## src/rtl/encap_packet.sv

```systemverilog
// Splits one captured DFX word into 19 link frames of 64 bits (55-bit payload + 9-bit header)
// and streams them out under valid/ready handshaking.
module encap_packet #(
  parameter int DATA_WIDTH        = 1024,
  parameter int ADDR_WIDTH        = 10,
  parameter int DATA_DFX_WIDTH    = DATA_WIDTH + ADDR_WIDTH,
  parameter int AURORA_DATA_WIDTH = 64
) (
  input  logic                         clk,
  input  logic                         rst_n,
  input  logic [DATA_DFX_WIDTH-1:0]    data_dfx_in,
  input  logic                         valid_dfx_in,
  output logic                         ready_dfx_in,
  output logic [AURORA_DATA_WIDTH-1:0] data_out_dfx,
  output logic                         valid_out_dfx,
  input  logic                         ready_out_dfx,
  output logic                         busy,
  output logic                         done_encap_pkt
);

  localparam int HDR_W      = 9;
  localparam int PAY_W      = AURORA_DATA_WIDTH - HDR_W;
  localparam int NUM_FRAMES = (DATA_DFX_WIDTH + PAY_W - 1) / PAY_W;
  localparam int CNT_W      = 5;
  localparam logic [CNT_W-1:0] LAST_CNT = CNT_W'(NUM_FRAMES - 1);

  typedef enum logic [0:0] {
    IDLE = 1'b0,
    SEND = 1'b1
  } state_t;

  state_t                         state_r;
  logic [CNT_W-1:0]               cnt_r;
  logic [DATA_DFX_WIDTH-1:0]      word_r;
  logic [AURORA_DATA_WIDTH-1:0]   data_out_r;
  logic                           valid_r;
  logic                           busy_r;
  logic                           ready_r;
  logic                           done_r;

  function automatic logic even_parity(input logic [AURORA_DATA_WIDTH-1:0] frame);
    return ^frame[AURORA_DATA_WIDTH-1:1];
  endfunction

  // Shifting the word right by idx*55 leaves the last frame's short tail zero-extended.
  function automatic logic [AURORA_DATA_WIDTH-1:0] build_frame(
    input logic [DATA_DFX_WIDTH-1:0] word,
    input logic [CNT_W-1:0]          idx
  );
    logic [AURORA_DATA_WIDTH-1:0] frame;
    frame = '0;
    frame[AURORA_DATA_WIDTH-1:HDR_W] = PAY_W'(word >> (32'(idx) * PAY_W));
    frame[8]   = (idx == {CNT_W{1'b0}});
    frame[7]   = (idx == LAST_CNT);
    frame[6:2] = idx;
    frame[1]   = 1'b0;
    frame[0]   = even_parity(frame);
    return frame;
  endfunction

  // Packet FSM: capture in IDLE, step through frames in SEND; all outputs registered.
  always_ff @(posedge clk or negedge rst_n) begin
    if (!rst_n) begin
      state_r    <= IDLE;
      cnt_r      <= {CNT_W{1'b0}};
      word_r     <= '0;
      data_out_r <= '0;
      valid_r    <= 1'b0;
      busy_r     <= 1'b0;
      ready_r    <= 1'b1;
      done_r     <= 1'b0;
    end else begin
      case (state_r)
        IDLE: begin
          done_r <= 1'b0;
          if (valid_dfx_in && ready_r) begin
            state_r    <= SEND;
            word_r     <= data_dfx_in;
            cnt_r      <= {CNT_W{1'b0}};
            data_out_r <= build_frame(data_dfx_in, {CNT_W{1'b0}});
            valid_r    <= 1'b1;
            busy_r     <= 1'b1;
            ready_r    <= 1'b0;
          end else begin
            data_out_r <= '0;
            valid_r    <= 1'b0;
            busy_r     <= 1'b0;
            ready_r    <= 1'b1;
          end
        end
        SEND: begin
          if (ready_out_dfx) begin
            if (cnt_r == LAST_CNT) begin
              state_r    <= IDLE;
              cnt_r      <= {CNT_W{1'b0}};
              data_out_r <= '0;
              valid_r    <= 1'b0;
              busy_r     <= 1'b0;
              ready_r    <= 1'b1;
              done_r     <= 1'b1;
            end else begin
              cnt_r      <= cnt_r + {{(CNT_W-1){1'b0}}, 1'b1};
              data_out_r <= build_frame(word_r, cnt_r + {{(CNT_W-1){1'b0}}, 1'b1});
              done_r     <= 1'b0;
            end
          end else begin
            done_r <= 1'b0;
          end
        end
        default: begin
          state_r    <= IDLE;
          cnt_r      <= {CNT_W{1'b0}};
          data_out_r <= '0;
          valid_r    <= 1'b0;
          busy_r     <= 1'b0;
          ready_r    <= 1'b1;
          done_r     <= 1'b0;
        end
      endcase
    end
  end

  assign ready_dfx_in   = ready_r;
  assign data_out_dfx   = data_out_r;
  assign valid_out_dfx  = valid_r;
  assign busy           = busy_r;
  assign done_encap_pkt = done_r;

endmodule

```

## config.mk

```make
export PLATFORM = sky130hd
export DESIGN_NAME = encap_packet
export DESIGN_NICKNAME = d
export VERILOG_FILES = /design/src/rtl/encap_packet.sv
export SDC_FILE = /design/constraint.sdc
export NUM_CORES = 2
export LEC_CHECK = 0
export CAP_MARGIN = 10
export CORE_AREA = 8 8 424 426
export DETAILED_ROUTE_END_ITERATION = 6
export DIE_AREA = 0 0 432 434
export SETUP_SLACK_MARGIN = 0.4
export SLEW_MARGIN = 20
export SYNTH_ARGS = -nofsm -noshare
export SYNTH_HDL_FRONTEND = slang
export SYNTH_SLANG_ARGS = --single-unit
```

## constraint.sdc

```tcl
create_clock -name clk -period 12.15 [get_ports clk]
set_clock_uncertainty 0.15 [all_clocks]
set_input_delay 1.8225 -clock clk [delete_from_list [all_inputs] [get_ports clk]]
set_output_delay 1.8225 -clock clk [all_outputs]
set_load 0.05 [all_outputs]
```

==> impl_metrics.toml <==
[power_and_ir_drop]
power_mw = 12.3
power_density_mw_per_mm2 = 179
combPwrFrac = 0.313
peakVddDrop_uv = 255
clkPwrFrac = 0.330
p_leak_nw = 34.1
p_sw_frac = 0.350
switchingPower_mw = 4.32
p_seq_frac = 0.357
p_int_mw = 8.01

[clock_tree]
cts-resized-gates = 0
cts-htree-levels = 4
cts_made_buffers = 134
clkLatencyLatePin_ns = 0.78
cts_hold_buf = 0
cts.reportedPaths.clkPinSlew_ns = 0.06
cts.sinks = 1106
cts_buffer_depth = 3
cts_setup_buffers = 0
cts_tree = "yes"
cts-root-buf = "clkbuf_16"

[sta]
drv_slew = 0
post-route-min-period_ns = 6.36
finalWorstSetupSlack_ns = 5.79
setup_tns_ns = 0
setup_violations = 0
tightest_slew_ns = 1.23
fmax_ghz = 0.157
period_share = 0.523
hold_viol_final = 0
rsz0062_at_grt = "no"
slew_headroom = 0.181

[setup_path]
r2r_slack_ns = 5.79
cp-start-kind = "register"
critPathSlowestCell = "buf_4"
cp_max_fo = 55
cp.arrival_ns = 6.91
critPathKind = "register to register"
cp_top_family = "XOR/XNOR gates"
critPathMostFrequentCell = "xnor2_1"
critPathMaxStageDelay_ns = 0.87
cp_cell_sequence = "inv_2 > ha_4 > buf_4 > nor2b_4 > buf_4 > a221oi_1 > o311ai_0 > xnor2_1 > xnor2_1 > xnor2_1 > xnor2_1 > xnor2_1 > xnor3_1 > o21ai_1"
crit_path_end_kind = "register"
path_buf_inv = 3
required_ns = 12.70

[drt]
wl_per_cell_um = 26.0
first_iter_violations = 4304
drt_wl_total_mm = 235
postRouteAntennaNets = 0
vias_per_cell = 4.93
dr.pass1.iters = 5
drc = 0
dr_total_vias = 44567

[final_layout]
final_nets = 7613
multi_input_area_mm2 = 0.0220
final_cell_area_mm2 = 0.0688
drive_gt1_frac = 0.0779
n_fill_cell = 17317
area_growth_pct = 34.7
seqCellArea_mm2 = 0.0277
final_cells = 9045

[die]
core-area_mm2 = 0.173
fp.dieW_um = 432
die_area_mm2 = 0.187
die_h_um = 434
pin_count = 1106
num_rows = 153
initial_core_util = 0.295

[global_route]
grt_first_pass_wirelength_mm = 330
antenna_found_initial = 60
grt_max_degree = 205
grt_usage = 0.241
grt_pass1_vias = 45278
grt-ovfl-total = 0

[placed_design]
place_area_mm2 = 0.0642
hpwl_mm = 176
port_buffers = 1104
gp_congestion = 0.932
place_inst = 8760
place_ws_ns = 5.61

[yosys]
async_flop_share = 1.00
yosys_warnings = 0
synth-edff-count = 0
yosysTopAreaCell = "dfrtp_1"
synth-seq-area-share = 0.542
synth_cell_types = 51
synth_commonest_cells = "nand2_1, dfrtp_1, clkbuf_1"
yosys-top-cells-area = "dfrtp_1, nand2_1, mux4_2"
synth_cells = 5643
syn_nets = 6685
ys_seq_elements = 1106
yosysMostFrequentCell = "nand2_1"
avgSynthCellArea_um2 = 9.04
synth_top_area_frac = 0.542
synth_area_mm2 = 0.0510
synth-main-ff-cell = "dfrtp_1"

[job]
drv_cap = 0

[status]
outcome = "finished, final reports clean"

[min_path]
hp-class = "register to register"
[placed cells by master (no fill, tap or decap), types with 10 or more instances in the layout]
cell	netlist	final
o21ai_0	84	83
nor2_1	113	112
clkdlybuf4s50_1	0	1103
a21oi_1	92	92
a311oi_1	12	11
clkbuf_1	298	37
buf_4	7	38
xor2_1	16	15
clkbuf_8	0	21
mux2i_1	60	60
clkbuf_16	0	140
diode_2	0	47
xnor2_1	93	92
mux4_2	215	215
buf_12	0	14
clkinv_2	0	17
a22o_1	10	10
nand2_1	3301	3300
nand3_1	18	18
mux2_2	29	29
a221oi_1	43	43
dfrtp_1	1105	1104
[stage by stage]
step | hold slack (ns) | util
after floorplan | 0.287 | -
after global placement | 0.301 | 0.372
after detailed placement | 0.307 | 0.372
after CTS | 0.321 | 0.397
after global routing | 0.331 | 0.398
final | 0.315 | 0.398
[worst paths after layout]
check,from,endpoint,depth (start not counted)
worst max-delay path,cnt_r[0],data_out_dfx[0],14
worst min-delay path,word_r[753],word_r[753],2
worst max register to register,cnt_r[0],data_out_dfx[0],14
worst min register to register,word_r[753],word_r[753],2
max in group asynchronous,rst_n,word_r[395],3
min in group asynchronous,rst_n,word_r[498],1
[layer usage]
metal / track usage / wire [um] / vias to the layer above
met5: 0 / 115 / -
met4: 0.118 / 11600 / 18
met3: 0.0632 / 18500 / 406
met2: 0.373 / 108000 / 1851
met1: 0.315 / 96200 / 22303
li1: - / - / 19989
[worst register-to-register path, cell delays in order (launching register included)]
cell,delay (ns)
dfrtp_4,0.86
inv_2,0.14
ha_4,0.70
buf_4,0.88
nor2b_4,0.66
buf_4,0.47
a221oi_1,0.24
o311ai_0,0.60
xnor2_1,0.15
xnor2_1,0.34
xnor2_1,0.15
xnor2_1,0.41
xnor2_1,0.18
xnor3_1,0.23
o21ai_1,0.12
[state kept, by name, indices dropped and copies added (netlist names)]
register        cells
data_out_dfx       63
busy                1
done_encap_pkt      1
ready_dfx_in        1
state_r             1
cnt_r               5
word_r           1034
[power by group through the flow]
stage	sequential (mW)	clock, mW	combinational [mW]
global placement	4.44	0	3.91
finish	4.40	4.06	3.86
floorplan	4.49	0	2.13
detailed placement	4.45	0	3.92
CTS	4.39	4.14	3.93
global route	4.43	4.29	4.10
[kinds of logic after synthesis]
kind of cell | share of synthesized area
xor+xnor | 0.0205
mux | 0.116
simple gates | 0.255
compound gates | 0.0364
other cells | 0.0000735
fa+ha+maj | 0.000981
flops | 0.542
buf+inv | 0.0290
[layout make-up]
| cell class | count | area share |
|---|---|---|
| diodes | 47 | 0.00171 |
| clock buffers | 198 | 0.0572 |
| clock inverters | 40 | 0.00680 |
| inverters | 3 | 0.000164 |
| multi-input cells | 4169 | 0.320 |
| flip-flops and latches | 1106 | 0.403 |
| well taps | 2325 | 0.0423 |
| repair buffers | 1157 | 0.169 |
Power figures use the tool's default switching activity.
